==> config.mk <==
export PLATFORM = sky130hd
export DESIGN_NAME = ex_stage
export DESIGN_NICKNAME = d
export VERILOG_FILES = /design/src/rtl/swt16_pkg.sv /design/src/rtl/ex_mul_iter.sv /design/src/rtl/ex_stage.sv
export SDC_FILE = /design/constraint.sdc
export NUM_CORES = 1
export LEC_CHECK = 0
export CAP_MARGIN = 0
export CORE_AREA = 5 5 127 93
export DETAILED_ROUTE_END_ITERATION = 10
export DIE_AREA = 0 0 132 98
export GPL_TIMING_DRIVEN = 1
export HOLD_SLACK_MARGIN = 0.08
export PLACE_DENSITY_LB_ADDON = 0.3
export SLEW_MARGIN = 30
export SYNTH_ARGS = -nofsm -noshare
export SYNTH_HDL_FRONTEND = slang
export SYNTH_SLANG_ARGS = --single-unit
export TNS_END_PERCENT = 50
==> constraint.sdc <==
create_clock -name clock -period 5.92 [get_ports clock]
set_input_delay 0.888 -clock clock [delete_from_list [all_inputs] [get_ports clock]]
set_output_delay 0.888 -clock clock [all_outputs]
set_load 0.005 [all_outputs]
==> src/rtl/swt16_pkg.sv <==
// rtl/swt16_pkg.sv - swt16 shared ALU op codes, execute-stage FSM states and default widths
package swt16_pkg;

  localparam int SWT16_DMEM_ADDR_WIDTH = 12;
  localparam int SWT16_DMEM_WORD_WIDTH = 16;
  localparam int SWT16_IALU_WORD_WIDTH = 16;
  localparam int SWT16_ALU_OP_WIDTH    = 4;
  localparam int SWT16_PMEM_WORD_WIDTH = 16;
  localparam int SWT16_REG_IDX_WIDTH   = 4;

  typedef enum logic [3:0] {
    ALU_ADD = 4'd0,
    ALU_SUB = 4'd1,
    ALU_AND = 4'd2,
    ALU_OR  = 4'd3,
    ALU_XOR = 4'd4,
    ALU_SHL = 4'd5,
    ALU_SHR = 4'd6,
    ALU_MUL = 4'd7
  } alu_op_e;

  typedef enum logic {
    EX_IDLE     = 1'b0,
    EX_MUL_BUSY = 1'b1
  } ex_state_e;

endpackage

==> src/rtl/ex_mul_iter.sv <==
// rtl/ex_mul_iter.sv - iterative shift-add multiplier, one partial product per cycle
// start loads a/b; done is high in the last busy cycle with the final product on product.
module ex_mul_iter #(
  parameter int WIDTH = 16
) (
  input  logic             clock,
  input  logic             reset,
  input  logic             start,
  input  logic [WIDTH-1:0] a,
  input  logic [WIDTH-1:0] b,
  output logic             busy,
  output logic             done,
  output logic [WIDTH-1:0] product
);

  localparam int CNT_W = $clog2(WIDTH);

  logic [WIDTH-1:0] acc_q, acc_d;
  logic [WIDTH-1:0] mcand_q, mcand_d;
  logic [WIDTH-1:0] mplier_q, mplier_d;
  logic [CNT_W-1:0] cnt_q, cnt_d;
  logic             busy_q, busy_d;
  logic [WIDTH-1:0] acc_next;

  // Only the low WIDTH bits are kept, so wrap-around in acc/mcand is intended.
  assign acc_next = acc_q + (mplier_q[0] ? mcand_q : '0);

  always_comb begin
    acc_d    = acc_q;
    mcand_d  = mcand_q;
    mplier_d = mplier_q;
    cnt_d    = cnt_q;
    busy_d   = busy_q;
    if (start) begin
      acc_d    = '0;
      mcand_d  = a;
      mplier_d = b;
      cnt_d    = '0;
      busy_d   = 1'b1;
    end else if (busy_q) begin
      acc_d    = acc_next;
      mcand_d  = mcand_q << 1;
      mplier_d = mplier_q >> 1;
      cnt_d    = cnt_q + 1'b1;
      if (cnt_q == CNT_W'(WIDTH - 1)) begin
        busy_d = 1'b0;
      end
    end
  end

  always_ff @(posedge clock) begin
    if (reset) begin
      acc_q    <= '0;
      mcand_q  <= '0;
      mplier_q <= '0;
      cnt_q    <= '0;
      busy_q   <= 1'b0;
    end else begin
      acc_q    <= acc_d;
      mcand_q  <= mcand_d;
      mplier_q <= mplier_d;
      cnt_q    <= cnt_d;
      busy_q   <= busy_d;
    end
  end

  assign busy    = busy_q;
  assign done    = busy_q && (cnt_q == CNT_W'(WIDTH - 1));
  assign product = acc_next;

endmodule

==> src/rtl/ex_stage.sv <==
// rtl/ex_stage.sv - swt16 execute stage: ALU, DMEM address/data, action forwarding
// Define EX_MUL_EN to build the iterative multiplier and decode stall; otherwise MUL yields 0.
module ex_stage
  import swt16_pkg::*;
#(
  parameter int DMEM_ADDR_WIDTH = SWT16_DMEM_ADDR_WIDTH,
  parameter int DMEM_WORD_WIDTH = SWT16_DMEM_WORD_WIDTH,
  parameter int IALU_WORD_WIDTH = SWT16_IALU_WORD_WIDTH,
  parameter int ALU_OP_WIDTH    = SWT16_ALU_OP_WIDTH,
  parameter int PMEM_WORD_WIDTH = SWT16_PMEM_WORD_WIDTH,
  parameter int REG_IDX_WIDTH   = SWT16_REG_IDX_WIDTH
) (
  input  logic                       clock,
  input  logic                       reset,
  input  logic [PMEM_WORD_WIDTH-1:0] in_instr,
  input  logic [ALU_OP_WIDTH-1:0]    in_alu_op,
  input  logic [IALU_WORD_WIDTH-1:0] in_op_a,
  input  logic [IALU_WORD_WIDTH-1:0] in_op_b,
  input  logic [IALU_WORD_WIDTH-1:0] in_imm,
  input  logic [REG_IDX_WIDTH-1:0]   in_res_reg_idx,
  input  logic                       in_act_load_dmem,
  input  logic                       in_act_store_dmem,
  input  logic                       in_act_write_res_to_reg,
  output logic                       out_stall,
  output logic [PMEM_WORD_WIDTH-1:0] out_instr,
  output logic                       out_act_load_dmem,
  output logic                       out_act_store_dmem,
  output logic                       out_act_write_res_to_reg,
  output logic [DMEM_ADDR_WIDTH-1:0] out_mem_rd_addr,
  output logic [DMEM_ADDR_WIDTH-1:0] out_mem_wr_addr,
  output logic [DMEM_WORD_WIDTH-1:0] out_mem_wr_word,
  output logic [IALU_WORD_WIDTH-1:0] out_res,
  output logic [REG_IDX_WIDTH-1:0]   out_res_reg_idx
);

  logic [PMEM_WORD_WIDTH-1:0] instr_q, instr_d;
  logic                       ld_q, ld_d, st_q, st_d, wr_q, wr_d;
  logic [DMEM_ADDR_WIDTH-1:0] rd_addr_q, rd_addr_d, wr_addr_q, wr_addr_d;
  logic [DMEM_WORD_WIDTH-1:0] wr_word_q, wr_word_d;
  logic [IALU_WORD_WIDTH-1:0] res_q, res_d;
  logic [REG_IDX_WIDTH-1:0]   idx_q, idx_d;
  logic                       stall_q, stall_d;

  logic [IALU_WORD_WIDTH-1:0] ea_sum;
  logic [IALU_WORD_WIDTH-1:0] alu_res;
  logic [3:0]                 shamt;

  always_comb begin
    ea_sum = in_op_a + in_imm;
    shamt  = in_op_b[3:0];
    case (in_alu_op)
      ALU_ADD: alu_res = in_op_a + in_op_b;
      ALU_SUB: alu_res = in_op_a - in_op_b;
      ALU_AND: alu_res = in_op_a & in_op_b;
      ALU_OR:  alu_res = in_op_a | in_op_b;
      ALU_XOR: alu_res = in_op_a ^ in_op_b;
      ALU_SHL: alu_res = in_op_a << shamt;
      ALU_SHR: alu_res = in_op_a >> shamt;
      default: alu_res = '0;
    endcase
  end

`ifdef EX_MUL_EN
  ex_state_e                  state_q, state_d;
  logic [PMEM_WORD_WIDTH-1:0] lat_instr_q, lat_instr_d;
  logic [REG_IDX_WIDTH-1:0]   lat_idx_q, lat_idx_d;
  logic                       lat_ld_q, lat_ld_d, lat_st_q, lat_st_d, lat_wr_q, lat_wr_d;
  logic                       mul_start, mul_busy, mul_done;
  logic [IALU_WORD_WIDTH-1:0] mul_product;

  ex_mul_iter #(
    .WIDTH(IALU_WORD_WIDTH)
  ) u_mul (
    .clock   (clock),
    .reset   (reset),
    .start   (mul_start),
    .a       (in_op_a),
    .b       (in_op_b),
    .busy    (mul_busy),
    .done    (mul_done),
    .product (mul_product)
  );
`endif

  always_comb begin
    instr_d   = in_instr;
    ld_d      = in_act_load_dmem;
    st_d      = in_act_store_dmem;
    wr_d      = in_act_write_res_to_reg;
    rd_addr_d = ea_sum[DMEM_ADDR_WIDTH-1:0];
    wr_addr_d = ea_sum[DMEM_ADDR_WIDTH-1:0];
    wr_word_d = in_op_b[DMEM_WORD_WIDTH-1:0];
    res_d     = alu_res;
    idx_d     = in_res_reg_idx;
    stall_d   = 1'b0;
`ifdef EX_MUL_EN
    state_d     = state_q;
    lat_instr_d = lat_instr_q;
    lat_idx_d   = lat_idx_q;
    lat_ld_d    = lat_ld_q;
    lat_st_d    = lat_st_q;
    lat_wr_d    = lat_wr_q;
    mul_start   = 1'b0;
    if (state_q == EX_IDLE) begin
      if (in_instr != '0 && in_alu_op == ALU_MUL) begin
        mul_start   = 1'b1;
        state_d     = EX_MUL_BUSY;
        stall_d     = 1'b1;
        lat_instr_d = in_instr;
        lat_idx_d   = in_res_reg_idx;
        lat_ld_d    = in_act_load_dmem;
        lat_st_d    = in_act_store_dmem;
        lat_wr_d    = in_act_write_res_to_reg;
        instr_d     = '0;
        ld_d        = 1'b0;
        st_d        = 1'b0;
        wr_d        = 1'b0;
      end
    end else begin
      // Decode is held, so the inputs are stale: emit bubbles until the product is ready.
      instr_d   = '0;
      ld_d      = 1'b0;
      st_d      = 1'b0;
      wr_d      = 1'b0;
      rd_addr_d = rd_addr_q;
      wr_addr_d = wr_addr_q;
      wr_word_d = wr_word_q;
      res_d     = res_q;
      idx_d     = idx_q;
      stall_d   = mul_busy;
      if (mul_done) begin
        state_d = EX_IDLE;
        stall_d = 1'b0;
        instr_d = lat_instr_q;
        ld_d    = lat_ld_q;
        st_d    = lat_st_q;
        wr_d    = lat_wr_q;
        res_d   = mul_product;
        idx_d   = lat_idx_q;
      end
    end
`endif
  end

  always_ff @(posedge clock) begin
    if (reset) begin
      instr_q   <= '0;
      ld_q      <= 1'b0;
      st_q      <= 1'b0;
      wr_q      <= 1'b0;
      rd_addr_q <= '0;
      wr_addr_q <= '0;
      wr_word_q <= '0;
      res_q     <= '0;
      idx_q     <= '0;
      stall_q   <= 1'b0;
`ifdef EX_MUL_EN
      state_q     <= EX_IDLE;
      lat_instr_q <= '0;
      lat_idx_q   <= '0;
      lat_ld_q    <= 1'b0;
      lat_st_q    <= 1'b0;
      lat_wr_q    <= 1'b0;
`endif
    end else begin
      instr_q   <= instr_d;
      ld_q      <= ld_d;
      st_q      <= st_d;
      wr_q      <= wr_d;
      rd_addr_q <= rd_addr_d;
      wr_addr_q <= wr_addr_d;
      wr_word_q <= wr_word_d;
      res_q     <= res_d;
      idx_q     <= idx_d;
      stall_q   <= stall_d;
`ifdef EX_MUL_EN
      state_q     <= state_d;
      lat_instr_q <= lat_instr_d;
      lat_idx_q   <= lat_idx_d;
      lat_ld_q    <= lat_ld_d;
      lat_st_q    <= lat_st_d;
      lat_wr_q    <= lat_wr_d;
`endif
    end
  end

  assign out_stall                = stall_q;
  assign out_instr                = instr_q;
  assign out_act_load_dmem        = ld_q;
  assign out_act_store_dmem       = st_q;
  assign out_act_write_res_to_reg = wr_q;
  assign out_mem_rd_addr          = rd_addr_q;
  assign out_mem_wr_addr          = wr_addr_q;
  assign out_mem_wr_word          = wr_word_q;
  assign out_res                  = res_q;
  assign out_res_reg_idx          = idx_q;

endmodule

==> results of run 1 <==
==> critical path: cells and delay by family <==
family          cells  cell delay, ns
compound gates      6            1.75
xor+xnor            1            0.18
fa+ha+maj           1            0.29
buf+inv             3            0.85
simple gates        3            1.00
==> synth_stat cells, types with 10 or more instances <==
master,instances,area [um2]
a31oi_1,15,93.8
a211oi_1,11,82.6
buf_2,16,80.1
a21oi_1,49,245
ha_1,60,751
nand2_1,38,143
buf_4,13,97.6
xnor2_1,27,236
dfxtp_1,67,1340
o22ai_1,10,62.6
inv_1,39,146
nand2b_1,16,100
a221oi_1,12,105
mux2i_1,20,200
nor2b_1,28,175
o21ai_0,38,190
clkbuf_1,15,56.3
nor2_1,81,304
nor3_1,13,65.1
==> cell type report <==
type,instances,area share (%)
Timing Repair Buffer,161,21.8
Multi-Input combinational cell,515,50.5
Clock buffer,9,3.11
Inverter,41,2.12
Tap cell,136,2.35
Sequential cell,67,18.5
Clock inverter,6,1.59
==> per-stage QoR <==
| step | cell area [um2] | cells | setup slack, ns |
|---|---|---|---|
| after floorplan | 5410 | 671 | 2.08 |
| after global placement | 6900 | 920 | 1.11 |
| after detailed placement | 6910 | 920 | 0.957 |
| after CTS | 7250 | 935 | 1.31 |
| after global routing | 7250 | 935 | 0.976 |
| final | 7250 | 935 | 1.14 |
==> layer usage <==
layer	track usage [%]	up-vias
met1	42.5	2647
met2	45.2	345
met5	0	-
met3	9.94	31
li1	-	2621
met4	7.67	0
==> logic make-up (layout without fill, tap and decap cells) <==
group                      count (synthesis)  after routing
and+or+nand+nor                          200            200
AOI/OAI and AO/OA                        187            187
buffers and inverters                     89            217
DFF                                       67             67
adders and majority gates                 62             62
xor gates and xnor gates                  36             36
muxes                                     29             29
other                                      1              1
==> report_power, final <==
group | total, mW | switching [mW] | internal, mW
sequential | 0.490 | 0.0104 | 0.480
clock | 0.630 | 0.219 | 0.411
combinational | 0.511 | 0.269 | 0.242
total | 1.63 | 0.498 | 1.13
==> final timing paths <==
check               startpoint                      end  slack (ns)
setup / recovery  in_alu_op[1]   out_res[15]$_SDFF_PP0_        1.14
hold / removal     in_instr[5]  out_instr[5]$_SDFF_PP0_        1.10
==> flow_summary.ini, run 1 <==
[outcome]
outcome = completed

[sta]
setup_viol = 0
fmax_ghz = 0.209
relSlewSlack_pct = 34.3
whs_ns = 1.10
fin_crit_sh_pct = 80.7
worst_pin_slew_ns = 0.980
rsz0062_at_grt = false
finalSetupTns_ns = 0
slew_viol_final = 0
period_minus_slack_ns = 4.78
hold_viol = 0

[finish]
final_common_cell = clkdlybuf4s50_1
drive_gt1_share_pct = 6.01
area_growth_pct = 34.1
nFillCells = 848
final-seq-area_mm2 = 0.00134
mostFrequentLayoutCells = 150 x clkdlybuf4s50_1, 81 x nor2_1, 67 x dfxtp_1
antenna_cells = 0
fin_nets = 934
multi_input_area_mm2 = 0.00367
utilization_pct = 68.4

[cts]
cts_made_buffers = 9
ctsHoldBuffers = 0
root_buffer = clkbuf_16
clkTransAtPathRegs_ns = 0.06
cts_tree = yes
cts_buffer_depth = 2
cts.sinks = 67
htree_levels = 3
post_cts_buffers = 0
ctsResizeCount = 0

[place]
portBuffers = 151
gp_congestion = 0.967
place_hpwl_mm = 15.7

[grt]
overflow = 0
grt_antenna_before_repair = 0
grt_pass1_vias = 5654
grt_max_degree = 53
grt_pass1_wl_mm = 31.5
grt_use_total_pct = 30.4

[power]
p_leak_nw = 2.95
power.total_mw = 1.63
powerDensity_mw_per_mm2 = 225
ir_drop_v = 0.000151

[floorplan]
fp-row-count = 32
dieArea_mm2 = 0.0129
die_x_um = 132
core_area_mm2 = 0.0106
boundaryPins = 157
start_util_pct = 51.0
die_h_um = 98

[synth]
synth-seq-area-share_pct = 24.8
synth-compound-area-share_pct = 22.5
syn-cell-area_mm2 = 0.00541
synth-simple-area-share_pct = 17.7
synth_mux_area_share_pct = 6.82
ys_warn_count = 0
synth_ff_type = dfxtp_1
syn_inst = 671
syn_area_per_cell_um2 = 8.06
async_flop_share_pct = 0
synth_fa_ha_area_share_pct = 14.6
synth_top_family_by_area = compound AO/OA/AOI/OAI gates
syn_nets = 810
synth_cell_types = 62
synth_xor_area_share_pct = 5.83
synth_enable_flop_cells = 0
synth-seq-cells = 67

[drt]
first_pass_iters = 6
vias_per_cell = 6.04
highest_layer = met4
wl_per_cell_um = 21.7
ant_nets = 0
dr_wl_met3_mm = 2.55
drc = 0
drt_iter0_markers = 484
routedLengthMet1_mm = 8.77
via_count = 5644
wl_met2_mm = 8.60
drt_wl_total_mm = 20.3

[setup_path]
start_kind = input pin
path_cells = clkdlybuf4s50_1 -> nand2b_1 -> or3_1 -> o21ai_0 -> inv_1 -> ha_1 -> nor2b_1 -> o31ai_1 -> buf_4 -> a22oi_1 -> a21oi_1 -> a31oi_1 -> xnor2_1 -> o22ai_1
critPathMaxFanout = 10
crit_arrival_ns = 4.96
critPathKind = input pin to register
slowest_stage = clkdlybuf4s50_1
max_stage_delay_ns = 0.59
required_ns = 6.10
cp-end-kind = register

[hold_path]
hold_path.class = input pin to register
min_path_cells = 2

[flow_run]
maxCapViolations = 0
No activity file was read; power rests on OpenSTA's default activity.
==> run 2: changes to the inputs <==
--- a/config.mk
+++ b/config.mk
@@ -6,9 +6,9 @@
 export NUM_CORES = 1
 export LEC_CHECK = 0
 export CAP_MARGIN = 0
-export CORE_AREA = 5 5 127 93
+export CORE_AREA = 5 5 132 96
 export DETAILED_ROUTE_END_ITERATION = 10
-export DIE_AREA = 0 0 132 98
+export DIE_AREA = 0 0 137 101
 export GPL_TIMING_DRIVEN = 1
 export HOLD_SLACK_MARGIN = 0.08
 export PLACE_DENSITY_LB_ADDON = 0.3
==> constraint.sdc (replaced) <==
create_clock -name clock -period 5 [get_ports clock]
set_input_delay 0.75 -clock clock [delete_from_list [all_inputs] [get_ports clock]]
set_output_delay 0.75 -clock clock [all_outputs]
set_load 0.005 [all_outputs]
==> flow_summary.ini, run 2 (synthesis results as in run 1) <==
[outcome]
outcome = completed

[sta]
fin_ws_ns = 0.768
finalSetupTns_ns = 0
fmax_ghz = 0.236
fin_crit_sh_pct = 84.6
period_minus_slack_ns = 4.23
rsz0062_at_grt = false
hold_viol = 0
relSlewSlack_pct = 41.7
setup_viol = 0
worst_pin_slew_ns = 0.870
slew_viol_final = 0

[hold_path]
hold_path.class = input pin to register
hold_start = in_instr[12]

[cts]
cts_tree = yes
root_buffer = clkbuf_16
cts_buffer_depth = 2
htree_levels = 3
post_cts_buffers = 0
clkTransAtPathRegs_ns = 0.07
ctsHoldBuffers = 0
cts.sinks = 67
cts_made_buffers = 9
ctsResizeCount = 0

[power]
comb_power_share_pct = 30.7
p_int_mw = 1.40
p_seq_share_pct = 29.1
p_sw_share_pct = 29.8
ir_drop_v = 0.000173
p_switching_mw = 0.594
powerDensity_mw_per_mm2 = 271
p_leak_nw = 3.00
clockPowerShare_pct = 40.2

[place]
portBuffers = 151
gp_congestion = 1.03
dpl_cell_area_mm2 = 0.00698
place_hpwl_mm = 16.0
place_worst_setup_slack_ns = 0.555

[setup_path]
startpoint = in_alu_op[3]
critPathKind = input pin to register
required_ns = 5.20
cp-end-kind = register
start_kind = input pin
crit_arrival_ns = 4.43
critPathMaxFanout = 10

[drt]
first_pass_iters = 7
drt_iter0_markers = 636
drc = 0
ant_nets = 0
wl_per_cell_um = 21.5
vias_per_cell = 5.93
via_count = 5713
drt_wl_total_mm = 20.7

[floorplan]
boundaryPins = 157
start_util_pct = 47.6
die_x_um = 137
dieArea_mm2 = 0.0138
die_h_um = 101
fp-row-count = 33
core_area_mm2 = 0.0114

[grt]
grt_pass1_vias = 5585
grt_max_degree = 53
grt_antenna_before_repair = 0
grt_use_total_pct = 29.6
grt_pass1_wl_mm = 31.3
overflow = 0

[finish]
final_common_cell = clkdlybuf4s50_1
drive_gt1_share_pct = 6.57
antenna_cells = 0
fin_nets = 941
fin_area_mm2 = 0.00735
mostFrequentLayoutCells = 150 x clkdlybuf4s50_1, 81 x nor2_1, 67 x dfxtp_1
nFillCells = 982
area_growth_pct = 35.9

[flow_run]
maxCapViolations = 0
==> run 2: cell types whose count changed in the layout (fill, tap and decap cells not counted) <==
cell,delta
clkinvlp_4,-1
nor3_2,-2
clkbuf_1,+1
bufinv_16,+1
buf_4,+7
nor3_1,+2
==> run 2: cell type report <==
class                   count  area [um2]  area share [%]
clock inverters             6         138            1.87
clock buffers              10         229            3.12
multi-input cells         515        3660            49.8
flip-flops and latches     67        1340            18.3
well taps                 157         196            2.67
inverters                  41         154            2.09
repair buffers            168        1630            22.2
==> run 2: worst paths after layout <==
kind                  endpoint  cells after the start
max     out_res[15]$_SDFF_PP0_                     11
min   out_instr[12]$_SDFF_PP0_                      2
==> run 2: critical path, stage by stage <==
cell	delay, ns
clkdlybuf4s50_1	0.62
or3_1	0.64
o41ai_1	0.16
xnor2_1	0.18
ha_1	0.31
a2111oi_0	0.71
a22oi_1	0.27
a21oi_1	0.26
a31oi_1	0.22
xnor2_1	0.21
o22ai_1	0.10
==> run 2: power groups by stage <==
stage	combinational (mW)	sequential [mW]	clock, mW
after floorplan	0.334	0.595	0
after global placement	0.578	0.590	0
after detailed placement	0.591	0.592	0
after CTS	0.597	0.580	0.808
after global routing	0.656	0.584	0.833
final	0.611	0.580	0.801
==> run 2: per-layer routing <==
metal  routed length (um)  vias to the layer above  GRT usage (%)
li1                     -                     2630              -
met1                 8850                     2694           41.8
met2                 9050                      354           44.9
met3                 2470                       35           8.28
met4                  355                        0           6.83
met5                    0                        -              0
==> run 2: through the flow <==
| stage | hold WS [ns] | utilization [%] | power, mW | std cells |
|---|---|---|---|---|
| after floorplan | 0.878 | - | 0.929 | 671 |
| after global placement | 1.31 | 61.4 | 1.17 | 948 |
| after detailed placement | 1.31 | 61.4 | 1.18 | 948 |
| after CTS | 0.955 | 64.7 | 1.99 | 964 |
| after global routing | 0.961 | 64.7 | 2.07 | 964 |
| final | 0.959 | 64.7 | 1.99 | 964 |
==> RTL change 1 (flow settings as in run 1) <==
Change the package constant `SWT16_ALU_OP_WIDTH` from 4 to 3.
--- a/src/rtl/swt16_pkg.sv
+++ b/src/rtl/swt16_pkg.sv
@@ -5,5 +5,5 @@
   localparam int SWT16_DMEM_WORD_WIDTH = 16;
   localparam int SWT16_IALU_WORD_WIDTH = 16;
-  localparam int SWT16_ALU_OP_WIDTH    = 4;
+  localparam int SWT16_ALU_OP_WIDTH    = 3;
   localparam int SWT16_PMEM_WORD_WIDTH = 16;
   localparam int SWT16_REG_IDX_WIDTH   = 4;
Ports: changed (resized in_alu_op); port bits go from 157 to 156. No check against the original RTL was run, so the function may have changed too.
==> RTL change 1 against run 1 <==
  * Power grew 3.4%
  * Count of clock-buffer cells in the layout is the same
  * Cell area grew 1.6%
  * Critical endpoint unchanged
  * Wire length grew 2.7%
  * Area after synthesis grew 2.1%
  * Sequential cell count is the same
  * Largest power group unchanged
  * Worst setup slack gained 410 ps
==> RTL change 1: results (changes against run 1) <==
Outcome:
- The flow ran to the end, and the final reports show no timing, DRC or antenna violations.

Layout:
- The area taken by multi-input logic gates is 3760 um^2 (+2.7%).
- The count of inverters not on the clock network in the layout is 42 (+2.4%).
- The fraction of area in registers is 18.2% (-0.30 points).
- The number of buffers outside the clock class in the layout was 164 (+1.9%).
- The final layout net count came to 943 (+0.96%).
- The layout buffering overhead excluding clock cells is 21.7% (-0.14 points).
- The share of cells above drive strength 1 is 6.67% (+0.67 points).

Min path:
- The hold-critical path depth is 3 (+1).
- The startpoint identified for the worst hold timing path is in_op_b[1].
- For hold timing, the worst endpoint is out_mem_wr_word[1].

Placed design:
- The final weighted congestion of routability-driven global placement is 1.00 (+3.6%).
- The final HPWL from detailed placement was 15500 um (-0.72%).
- The count of buffers from port buffering came to 150 (-0.66%).
- The worst setup slack before clock tree synthesis is 1340 ps (+382 ps).
- The total instance count after detailed placement was 930 (+1.1%).

Routing:
- The length of routed met2 wiring came to 8560 um (-0.44%).
- The starting DRC count in detailed routing is 856 (+77%).
- The detailed-routing wirelength on met1 is 8850 um (+0.91%).
- The detail-routed via count per cell is 6.20 (+2.7%).

Yosys:
- Ranked by total cell area, the synthesized netlist is headed by sky130_fd_sc_hd__dfxtp_1 (24%), sky130_fd_sc_hd__ha_1 (14%), sky130_fd_sc_hd__mux2i_1 (6.0%), sky130_fd_sc_hd__nor2_1 (4.9%), sky130_fd_sc_hd__a21oi_1 (3.6%).
- The sequential area share after synthesis came to 24.3% (-0.50 points).
- The post-synth net total was 821 (+1.4%).
- The synthesized instance count is 683 (+1.8%).
- By count the netlist is led by sky130_fd_sc_hd__nor2_1 (72), sky130_fd_sc_hd__dfxtp_1 (67), sky130_fd_sc_hd__ha_1 (60), sky130_fd_sc_hd__inv_1 (41), sky130_fd_sc_hd__a21oi_1 (40).
- The number of different library cells in the post-synthesis netlist is 64 (+3.2%).

GRT:
- The met2 track demand over resource in global routing came to 43.9% (-1.3 points).
- The pin count of the biggest net entering global routing was 60 (+13%).
- The global router's overall resource usage is 31.1% (+0.69 points).
- The number of global-route vias before repair came to 5613 (-0.73%).
- The global-route wire length before repair is 31700 um (+0.77%).

Critical path:
- The delay of the slowest cell on the worst path is 620 ps (+30 ps).
- The data arrival at the endpoint of the critical path is 4640 ps (-320 ps).

Power:
- The peak ir drop on the vdd network is 0.000152 V (+0.50%).
- The clock group share of total power was 37.6% (-1.0 points).
- The net switching power is 0.527 mW (+5.8%).
- The power dissipated in sequential cells was 0.498 mW (+2%).

STA:
- The final worst hold slack is 1020 ps (-81.1 ps).
[RTL change 1: cell count changes after synthesis, moves of 7 or more]
cell	change
sky130_fd_sc_hd__a22oi_1	+14
sky130_fd_sc_hd__mux2i_1	+13
sky130_fd_sc_hd__a21oi_1	-9
sky130_fd_sc_hd__nand2b_1	-10
sky130_fd_sc_hd__o21ai_0	-11
sky130_fd_sc_hd__buf_1	+7
sky130_fd_sc_hd__xnor2_1	-7
sky130_fd_sc_hd__a221oi_1	-9
sky130_fd_sc_hd__clkbuf_1	+8
sky130_fd_sc_hd__nor2_1	-9
sky130_fd_sc_hd__buf_2	-9
sky130_fd_sc_hd__o22ai_1	+12
[RTL change 1: worst max path at each step]
stage / depth (start not counted) / startpoint / end / slack [ps]
after floorplan: 15 / in_op_b[0] / out_res[15] / 1870
after global placement: 12 / in_op_b[3] / out_res[15] / 1450
after detailed placement: 12 / in_op_b[3] / out_res[15] / 1340
after CTS: 12 / in_op_b[3] / out_res[15] / 1670
after global routing: 14 / in_alu_op[1] / out_res[12] / 1400
final: 12 / in_op_b[3] / out_res[15] / 1550
[RTL change 1: cells by family (layout without fill, tap and decap cells)]
logic type / count (synthesis) / in the layout / synth area share [%]
simple gates: 198 / 198 / 17.4
compound gates: 192 / 192 / 23.4
buf+inv: 95 / 221 / 7.64
flops: 67 / 67 / 24.3
fa+ha+maj: 62 / 62 / 14.3
mux: 45 / 45 / 9.25
xor+xnor: 23 / 23 / 3.65
other cells: 1 / 1 / 0.0679
[RTL change 1: worst max-delay path: cells and delay by family]
kind            cells  cell delay [ps]
compound gates      6             1290
fa+ha+maj           1              420
buf+inv             1              620
simple gates        3             1210
xor+xnor            1              210
==> RTL change 2 (flow settings as in run 1) <==
Made on the original files. Make the reset (`reset`) asynchronous in one clocked block.
--- a/src/rtl/ex_stage.sv
+++ b/src/rtl/ex_stage.sv
@@ -143,5 +143,5 @@
   end
 
-  always_ff @(posedge clock) begin
+  always_ff @(posedge clock or posedge reset) begin
     if (reset) begin
       instr_q   <= '0;
Behaviour: differs if reset is asserted again (counterexample within 4 cycles, from zero or initial values and one cycle with reset high); with reset held inactive, the same outputs for 10 cycles.
==> RTL change 2 against run 1 <==
  * Critical path depth up 1
  * Cell count down 6.6%
  * Die area unchanged
  * Utilization up 0.87 points
  * Worst setup slack better by 310 ps
  * Power about the same
  * Area after synthesis up 2.8%
  * Sequential cell count unchanged
  * Cell area up 1.3%
  * Wire length down 7.5%
  * Critical path type unchanged
==> RTL change 2: results (changes against run 1) <==
Layout:
- The count of sequential standard cells was 67 (unchanged).
- The count of inverters not on the clock network in the layout is 40 (-2.4%).
- The multi-input logic portion of the cell area came to 47.3% (-3.2 points).
- The filler cell count in the final layout came to 841 (-0.83%).
- The final layout net count is 871 (-6.7%).

Yosys:
- The number of different library cells in the post-synthesis netlist is 61 (-1.6%).
- The post-synth net total is 744 (-8.1%).
- The fraction of registers with async set or reset after synthesis came to 100% (+100 points).
- The adder-cell share of the synthesized area is 14.2% (-0.40 points).
- Ranked by instance count, the synthesized netlist is headed by sky130_fd_sc_hd__dfrtp_1 (67), sky130_fd_sc_hd__ha_1 (60), sky130_fd_sc_hd__nor2_1 (47), sky130_fd_sc_hd__o21ai_0 (39), sky130_fd_sc_hd__inv_1 (38).
- The fraction of the mapped netlist area in compound gates is 20.5% (-1.9 points).
- The xor/xnor share of the synthesized area is 5.51% (-0.32 points).
- The share of cell area taken by muxes after synthesis was 8.80% (+2.0 points).

Outcome:
- The flow ran to the end, and the final reports show no timing, DRC or antenna violations.

GRT:
- The met1 track demand over resource came to 41.8% (-0.68 points).
- The global-route met3 utilization came to 8.08% (-1.9 points).
- The number of global-route vias before repair came to 5310 (-6.1%).

Placed design:
- The final weighted congestion of routability-driven global placement is 0.979 (+1.2%).

Routing:
- The first-pass iteration count of the detailed router is 5 (-1).
- The detail-routed via count per cell is 6.16 (+2.0%).
- The routed length per placed instance is 21.5 um (-0.94%).
- The starting DRC count in detailed routing is 591 (+22%).

Min path:
- The worst hold path begins at in_instr[12].
- The path with the worst hold slack has its endpoint at out_instr[12].
- The hold-critical path depth is 1 (-1).

Critical path:
- The data arrival at the endpoint of the critical path is 4700 ps (-260 ps).
==> RTL change 2: cell count changes after synthesis, moves of 6 or more <==
cell                      delta
sky130_fd_sc_hd__dfxtp_1    -67
sky130_fd_sc_hd__buf_2      -10
sky130_fd_sc_hd__nand2_1    -14
sky130_fd_sc_hd__a21oi_1    -15
sky130_fd_sc_hd__dfrtp_1    +67
sky130_fd_sc_hd__and3_1      +6
sky130_fd_sc_hd__nor2b_1    -20
sky130_fd_sc_hd__nor2_1     -34
==> RTL change 2: metrics by stage <==
step	util, %	setup WS [ps]	instances	hold WS (ps)	power [mW]
floorplan	-	2020	605	919	0.821
global placement	66.3	1230	857	1340	1.06
detailed placement	66.3	1190	857	1340	1.07
CTS	69.2	1530	873	980	1.63
global route	69.2	1190	873	972	1.71
finish	69.2	1450	873	986	1.63
==> RTL change 2: worst max-delay path by stage <==
| stage | to | slack, ps |
|---|---|---|
| 3_3_place_gp | out_res[13] | 1230 |
| 3_5_place_dp | out_res[13] | 1190 |
| 6_report | out_res[13] | 1450 |
| 4_1_cts | out_res[13] | 1530 |
| 2_1_floorplan | out_res[13] | 2020 |
| 5_1_grt | out_res[13] | 1190 |
==> RTL change 2: power breakdown <==
group | switching (mW) | total [mW] | internal (mW)
Combinational | 0.280 | 0.558 | 0.277
Clock | 0.223 | 0.558 | 0.334
Sequential | 0.0161 | 0.516 | 0.500
==> RTL change 2: metal layers <==
layer  vias up  routed length [um]
met5         -                   0
met2       338                8000
met4         0                 244
met1      2565                8240
li1       2444                   -
met3        27                2260
